--- config.mk ---
export PLATFORM = sky130hd
export DESIGN_NAME = ctrl_word_pipe
export DESIGN_NICKNAME = d
export VERILOG_FILES = /design/src/rtl/ctrl_word_pipe.sv
export SDC_FILE = /design/constraint.sdc
export NUM_CORES = 1
export LEC_CHECK = 0
export BUFFER_PORTS_ARGS = -buffer_cell sky130_fd_sc_hd__buf_2
export CORE_UTILIZATION = 30
export CTS_BUF_LIST = sky130_fd_sc_hd__clkbuf_2
export DETAILED_ROUTE_END_ITERATION = 6
export GPL_TIMING_DRIVEN = 0
export PLACE_DENSITY_LB_ADDON = 0.08
export SETUP_SLACK_MARGIN = 0.2
export SYNTH_ARGS = -nofsm -noshare
export SYNTH_HDL_FRONTEND = slang
export SYNTH_SLANG_ARGS = --single-unit
--- constraint.sdc ---
create_clock -name clk -period 1.9 [get_ports clk]
set_clock_uncertainty 0.2 [all_clocks]
set_input_delay 0.095 -clock clk [delete_from_list [all_inputs] [get_ports clk]]
set_output_delay 0.095 -clock clk [all_outputs]
set_load 0.1 [all_outputs]
--- src/rtl/ctrl_word_pipe.sv ---
`timescale 1ns/1ps
`default_nettype none
// ============================================================================
// Module      : ctrl_word_pipe
// Description : Carries the decoder's EX/M/WB control words through the
//               ID/EX, EX/MEM and MEM/WB stage registers. Detects load-use
//               hazards and requests a one-cycle stall with a bubble. Applies
//               branch/jump flushes and freezes the whole pipe once a Break
//               word reaches WB.
// Ports       : clk        - rising-edge clock
//               rst        - asynchronous active-high reset
//               EX/M/WB    - ID-stage control words from the decoder
//               IFID_IR    - ID-stage instruction (rs=[25:21], rt=[20:16])
//               flush      - taken branch/jump resolved in MEM
//               IDEX_*     - control words and rt held in the EX stage
//               EXMEM_*    - control words held in the MEM stage
//               MEMWB_WB   - WB word held in the WB stage
//               load_stall - combinational hold request for PC and IF/ID
//               halted     - sticky, set once Break has reached WB
// Revision    : 1.0 - initial release
// ============================================================================
module ctrl_word_pipe #(
    parameter int unsigned EXW   = 16,
    parameter int unsigned MW    = 16,
    parameter int unsigned WBW   = 4,
    parameter int unsigned LU_EN = 1
) (
    input  logic           clk,
    input  logic           rst,
    input  logic [EXW-1:0] EX,
    input  logic [MW-1:0]  M,
    input  logic [WBW-1:0] WB,
    input  logic [31:0]    IFID_IR,
    input  logic           flush,
    output logic [EXW-1:0] IDEX_EX,
    output logic [MW-1:0]  IDEX_M,
    output logic [WBW-1:0] IDEX_WB,
    output logic [4:0]     IDEX_rt,
    output logic [MW-1:0]  EXMEM_M,
    output logic [WBW-1:0] EXMEM_WB,
    output logic [WBW-1:0] MEMWB_WB,
    output logic           load_stall,
    output logic           halted
);

    // WB word layout: {Break, WB_Data[1:0], D_En}
    localparam int unsigned c_BREAK_BIT = WBW - 1;

    logic [EXW-1:0] r_idex_ex;
    logic [MW-1:0]  r_idex_m;
    logic [WBW-1:0] r_idex_wb;
    logic [4:0]     r_idex_rt;
    logic [MW-1:0]  r_exmem_m;
    logic [WBW-1:0] r_exmem_wb;
    logic [WBW-1:0] r_memwb_wb;
    logic           r_halted;

    logic           w_raw_lu;
    logic           w_load_stall;
    logic [4:0]     w_id_rs;
    logic [4:0]     w_id_rt;
    logic           w_unused_ir;

    assign w_id_rs     = IFID_IR[25:21];
    assign w_id_rt     = IFID_IR[20:16];
    // Opcode and immediate/function bits play no part in hazard detection.
    assign w_unused_ir = ^{IFID_IR[31:26], IFID_IR[15:0]};

    // A producer in EX only hazards when it writes a register from a source
    // other than the ALU (WB_Data != 0) and the target is not $0.
    generate
        if (LU_EN != 0) begin : g_lu_on
            assign w_raw_lu = r_idex_wb[0]
                            & (r_idex_wb[2:1] != 2'b00)
                            & (r_idex_rt != 5'd0)
                            & ((r_idex_rt == w_id_rs) | (r_idex_rt == w_id_rt));
        end else begin : g_lu_off
            assign w_raw_lu = 1'b0;
        end
    endgenerate

    // Flush and halt both outrank the stall, so a flushed hazard never
    // inserts a second bubble and a frozen pipe never requests a hold.
    assign w_load_stall = w_raw_lu & ~flush & ~r_halted;

    always_ff @(posedge clk or posedge rst) begin
        if (rst) begin
            r_idex_ex  <= '0;
            r_idex_m   <= '0;
            r_idex_wb  <= '0;
            r_idex_rt  <= '0;
            r_exmem_m  <= '0;
            r_exmem_wb <= '0;
            r_memwb_wb <= '0;
            r_halted   <= 1'b0;
        end else if (!r_halted) begin
            // Break in WB freezes everything from the next edge on; the
            // stages still advance on the edge that sets halted.
            r_halted   <= r_memwb_wb[c_BREAK_BIT];
            // The instruction in MEM always retires, even on a flush.
            r_memwb_wb <= r_exmem_wb;
            if (flush) begin
                r_idex_ex  <= '0;
                r_idex_m   <= '0;
                r_idex_wb  <= '0;
                r_idex_rt  <= '0;
                r_exmem_m  <= '0;
                r_exmem_wb <= '0;
            end else begin
                r_exmem_m  <= r_idex_m;
                r_exmem_wb <= r_idex_wb;
                if (w_load_stall) begin
                    // Bubble carries rt=0, which clears the stall next cycle.
                    r_idex_ex <= '0;
                    r_idex_m  <= '0;
                    r_idex_wb <= '0;
                    r_idex_rt <= '0;
                end else begin
                    r_idex_ex <= EX;
                    r_idex_m  <= M;
                    r_idex_wb <= WB;
                    r_idex_rt <= w_id_rt;
                end
            end
        end
    end

    assign IDEX_EX    = r_idex_ex;
    assign IDEX_M     = r_idex_m;
    assign IDEX_WB    = r_idex_wb;
    assign IDEX_rt    = r_idex_rt;
    assign EXMEM_M    = r_exmem_m;
    assign EXMEM_WB   = r_exmem_wb;
    assign MEMWB_WB   = r_memwb_wb;
    assign load_stall = w_load_stall;
    assign halted     = r_halted;

endmodule
`default_nettype wire
### Word-level counts from Yosys, hierarchy flattened

Cells that the tools add are included.

| operators by class | value |
|---|---|
| equality and inequality tests | 2 |
| muxes and demuxes | 11 |
| bitwise operators | 8 |
| reduce and logical (&&, ||, !) cells | 2 |

Operators with widths:

| operator | count |
|---|---|
| $mux W16 | 5 |
| $mux W4 | 3 |
| $eq A5 B5 Y1 | 2 |
| $mux W5 | 2 |
| $and A1 B1 Y1 | 5 |
| $reduce_bool A5 Y1 | 1 |
| $not A1 Y1 | 2 |
| $reduce_bool A2 Y1 | 1 |
| $mux W1 | 1 |
| $or A1 B1 Y1 | 1 |

| storage, ports and cells | value |
|---|---|
| register bits | 66 |
| bits of input ports | 71 |
| output and inout port bits | 67 |
| logic and storage cells | 31 |

### Logic depth before layout (Yosys ltp)

| logic depth | value |
|---|---|
| depth after elaboration | 8 |
| depth in mapped cells | 6 |
| mapped depth without buffers | 4 |

### Worst setup path after synthesis

Ideal clock, no wire load.

| timing | value |
|---|---|
| path kind | register to output |
| from | register r_idex_wb[0] (netlist: IDEX_WB[0]) |
| to | output load_stall |
| arrival time | 3.031 ns |
| data required time | 1.605 ns |
| slack | -1.426 ns |
| cell stages (with the launch flop) | 5 |
| buffers on the path | 1 |
| cell sequence | dfrtp_1 > nor3b_2 > o221ai_4 > buf_6 > nor2b_1 |

| on the way | value |
|---|---|
| cells in the longest elaborated chain, start to end | 5 |

RTL lines:

| what | line | RTL |
|---|---|---|
| start: declaration | 51 | `logic [WBW-1:0] r_idex_wb;` |
| start signal: assignment | 90 | `r_idex_wb <= '0;` |
| start signal: assignment | 105 | `r_idex_wb <= '0;` |
| start signal: assignment | 116 | `r_idex_wb <= '0;` |
| $and A1 B1 Y1 | 74 | `& (r_idex_wb[2:1] != 2'b00)` |
| $and A1 B1 Y1 | 75 | `& (r_idex_rt != 5'd0)` |
| $and A1 B1 Y1 | 76 | `& ((r_idex_rt == w_id_rs) \| (r_idex_rt == w_id_rt));` |
| $and A1 B1 Y1 (2 in a row) | 84 | `assign w_load_stall = w_raw_lu & ~flush & ~r_halted;` |
| end: declaration | 42 | `output logic load_stall,` |

Every way passes these cells.

### Final worst setup path

| timing | value |
|---|---|
| from | register r_idex_rt[2] (netlist: IDEX_rt[2]) |
| to | output load_stall |

| on the way | value |
|---|---|
| cells in the longest elaborated chain, start to end | 5 |

RTL lines:

| what | line | RTL |
|---|---|---|
| start: declaration | 52 | `logic [4:0] r_idex_rt;` |
| start signal: assignment | 122 | `r_idex_rt <= w_id_rt;` |
| $eq A5 B5 Y1 or $reduce_bool A5 Y1 (tied branches) | 76, 75 |  |
| $or A1 B1 Y1 or $and A1 B1 Y1 (tied branches) | 76, 75 |  |
| $and A1 B1 Y1 (*) | 76 |  |
| $and A1 B1 Y1 (*) (2 in a row) | 84 |  |

Mark *: on every way between the ends. The rest lies on a longest branch, timed or not.

==> metrics.md <==
| Metric | Value |
|---|---|
| Status | finished, violations left |
| Violated checks | negative setup slack |
| Die area | 10280 um^2 |
| Clk slew on worst S/H paths | 190 ps |
| Area contributors post-synth | dfrtp_1 56%, a32oi_1 12%, o21ai_1 6.9% |
| Vias in the first global route | between 2000 and 3000 |
| Setup crit end kind | output port |
| DRC violations left | 0 |
| Vias/cell | around 4.9 |
| Sequential area share after synthesis | 0.5574 |
| Data required, critical path | between 1500 and 2000 ps |
| Final #Nets | 543 |
| Largest net degree at the start of global routing | 36 |
| Yosys top cell by area | dfrtp_1 |
| Min Hold Slack | about 41 ps |
| Final hold violations | 0 |
| Buffers on Ports | 115 |
| Final WS setup | -415.3 ps |
| Hold Crit Class | primary input to async pin |
| Critical Path Source Type | flop |
| Initial Utilization | 0.3147 |
| Relative slew slack | 0.4962 |
| # IOs | 138 |
| Area after DPL | approximately 3800 um^2 |
| Post-DP HPWL | around 6000 um |
| Post-synthesis average cell area | between 10 and 15 um^2 |
| Tot GR Track Use | 0.1834 |
| Die height | 101.4 um |
| Via count | 2988 |
| Final min period | 2315 ps |
| CTS Buf Count | 9 |
| Total gr overflow | 0 |
| H-tree depth | 3 |
| Fmax | 0.4319 GHz |
| Crit path kind | flop to output port |
| Die X | 101.4 um |
| Register bit total from synthesis | 66 |
| Syn Nets | 351 |
| Worst-path maximum fanout | 3 |
| Worst-Skew Late Latency | 480 ps |
| Clk sinks | 66 |
| Post-synthesis cell count | 280 |
| Cell area after synthesis | 2963 um^2 |
| Initial antenna violation count | 0 |
| Layout fillers | about 900 |
| Fin area | 4743 um^2 |
| Post-Route WL | 9271 um |
| Commonest non-fill, non-tap cell in the layout | buf_2 |
| Core ar. | between 9000 and 10000 um^2 |
| Setup TNS | -11610 ps |
| Layout area overhead | 60.09% |
| Initial DRC Count | 73 |
| Clk root buf | clkbuf_2 |
| Clk buf depth | 2 |
| RSZ-0062 raised after global routing | yes |
| Most frequent cells in the layout | 95 x buf_2, 57 x dfrtp_1, 52 x nand2_1 |
| WP data arrival | 2020 ps |
| # diodes | 0 |
| Register Area | around 1700 um^2 |
| Per-cell routed wire length | 15.32 um |
| MaxCap Viol Count | 0 |
| Final setup vio count | 42 |
| Multi-input logic area | ~1200 um^2 |
| Slew at the pin closest to its max-slew limit | ~750 ps |
| Post-synth top area share | 0.5574 |
| Routability cong. | 0.7399 |
| Yosys warning count | 0 |
| Initial DRT Pass Iterations | 4 |
| First-pass GRT wire length | about 14000 um |
| Place WS | -237.7 ps |
| Final worst-path cycle share | 1.219 |
| Unique masters post-synth | 22 |
| Cell row count | 35 |
| CTS tree | built |
| Final slew viol count | 0 |
| Layout cells sized above 1 | 0.4013 |
| Post-route ant nets | 0 |
## registers in the layout (all words and copies together) (netlist names)
signal / count
IDEX_rt: 5
halted: 1
IDEX_WB: 4
IDEX_EX: 16
MEMWB_WB: 4
EXMEM_M: 16
IDEX_M: 16
EXMEM_WB: 4
## what timing repair did
action	in CTS	in global routing
hold buffers	44	1
hold endpoints to repair	114	1
buffers inserted	8	9
pin swaps	2	7
gates resized for setup	22	46
gates cloned	2	2
endpoints found under the setup margin	50	68
## logic make-up (layout without fill, tap and decap cells)
group,after synthesis,in the layout,synth area share
and+or+nand+nor,68,68,0.1018
muxes,4,4,0.01520
DFF,66,66,0.5574
AOI/OAI and AO/OA,104,104,0.2487
buffers and inverters,28,224,0.04730
xor gates and xnor gates,10,10,0.02956
## synthesized netlist by cell type, drive strengths merged
library cell / number
dfrtp: 66
nand2: 52
o21ai: 50
a32oi: 41
clkbuf: 19
a22o: 10
xnor2: 10
nand2b: 9
buf: 8
mux2: 4
nand3: 2
a21o: 1
inv: 1
nor2: 1
nor2b: 1
nor3b: 1
o221ai: 1
o22ai: 1
or2: 1
or4: 1
## worst paths after layout
check | from | endpoint | slack, ps | cells after the start
setup / recovery | IDEX_rt[2] | load_stall | -420 | 5
hold / removal | rst | IDEX_EX[1] | 40 | 3
setup reg to reg | IDEX_rt[2] | IDEX_EX[2] | -370 | 10
hold reg to reg | EXMEM_M[2] | EXMEM_M[2] | 310 | 2
max in group asynchronous | rst | IDEX_WB[2] | 800 | 4
min in group clk | IFID_IR[22] | IDEX_EX[14] | 70 | 6
## metal layers
layer,global-route usage,up-vias,part of all wire
li1,-,1419,-
met1,0.2530,1458,0.48
met4,0.08361,0,0.019
met5,0,-,0
met3,0.03658,16,0.052
met2,0.2779,95,0.45
## critical path, cell delays in order, from the launching register on
cell and delay (ps):
dfrtp_2 450, or4_4 550, o221ai_4 190, buf_6 150, nor2b_4 40, buf_12 160
## final cells by class
type	instances	share of cell area
Inverter	1	0.001583
Tap cell	129	0.03403
Sequential cell	66	0.3506
Multi-Input combinational cell	186	0.2606
Buffer	26	0.03429
Clock buffer	10	0.01055
Timing Repair Buffer	182	0.2986
Clock inverter	5	0.009760
## through the flow
stage	std cells	utilization
finish	605	0.5038
global route	605	0.5038
CTS	594	0.4773
detailed placement	525	0.3995
global placement	524	0.3973
floorplan	280	-
Power is not shown: default switching activity piles up to over one toggle a cycle in this logic, so the estimate is an artifact.
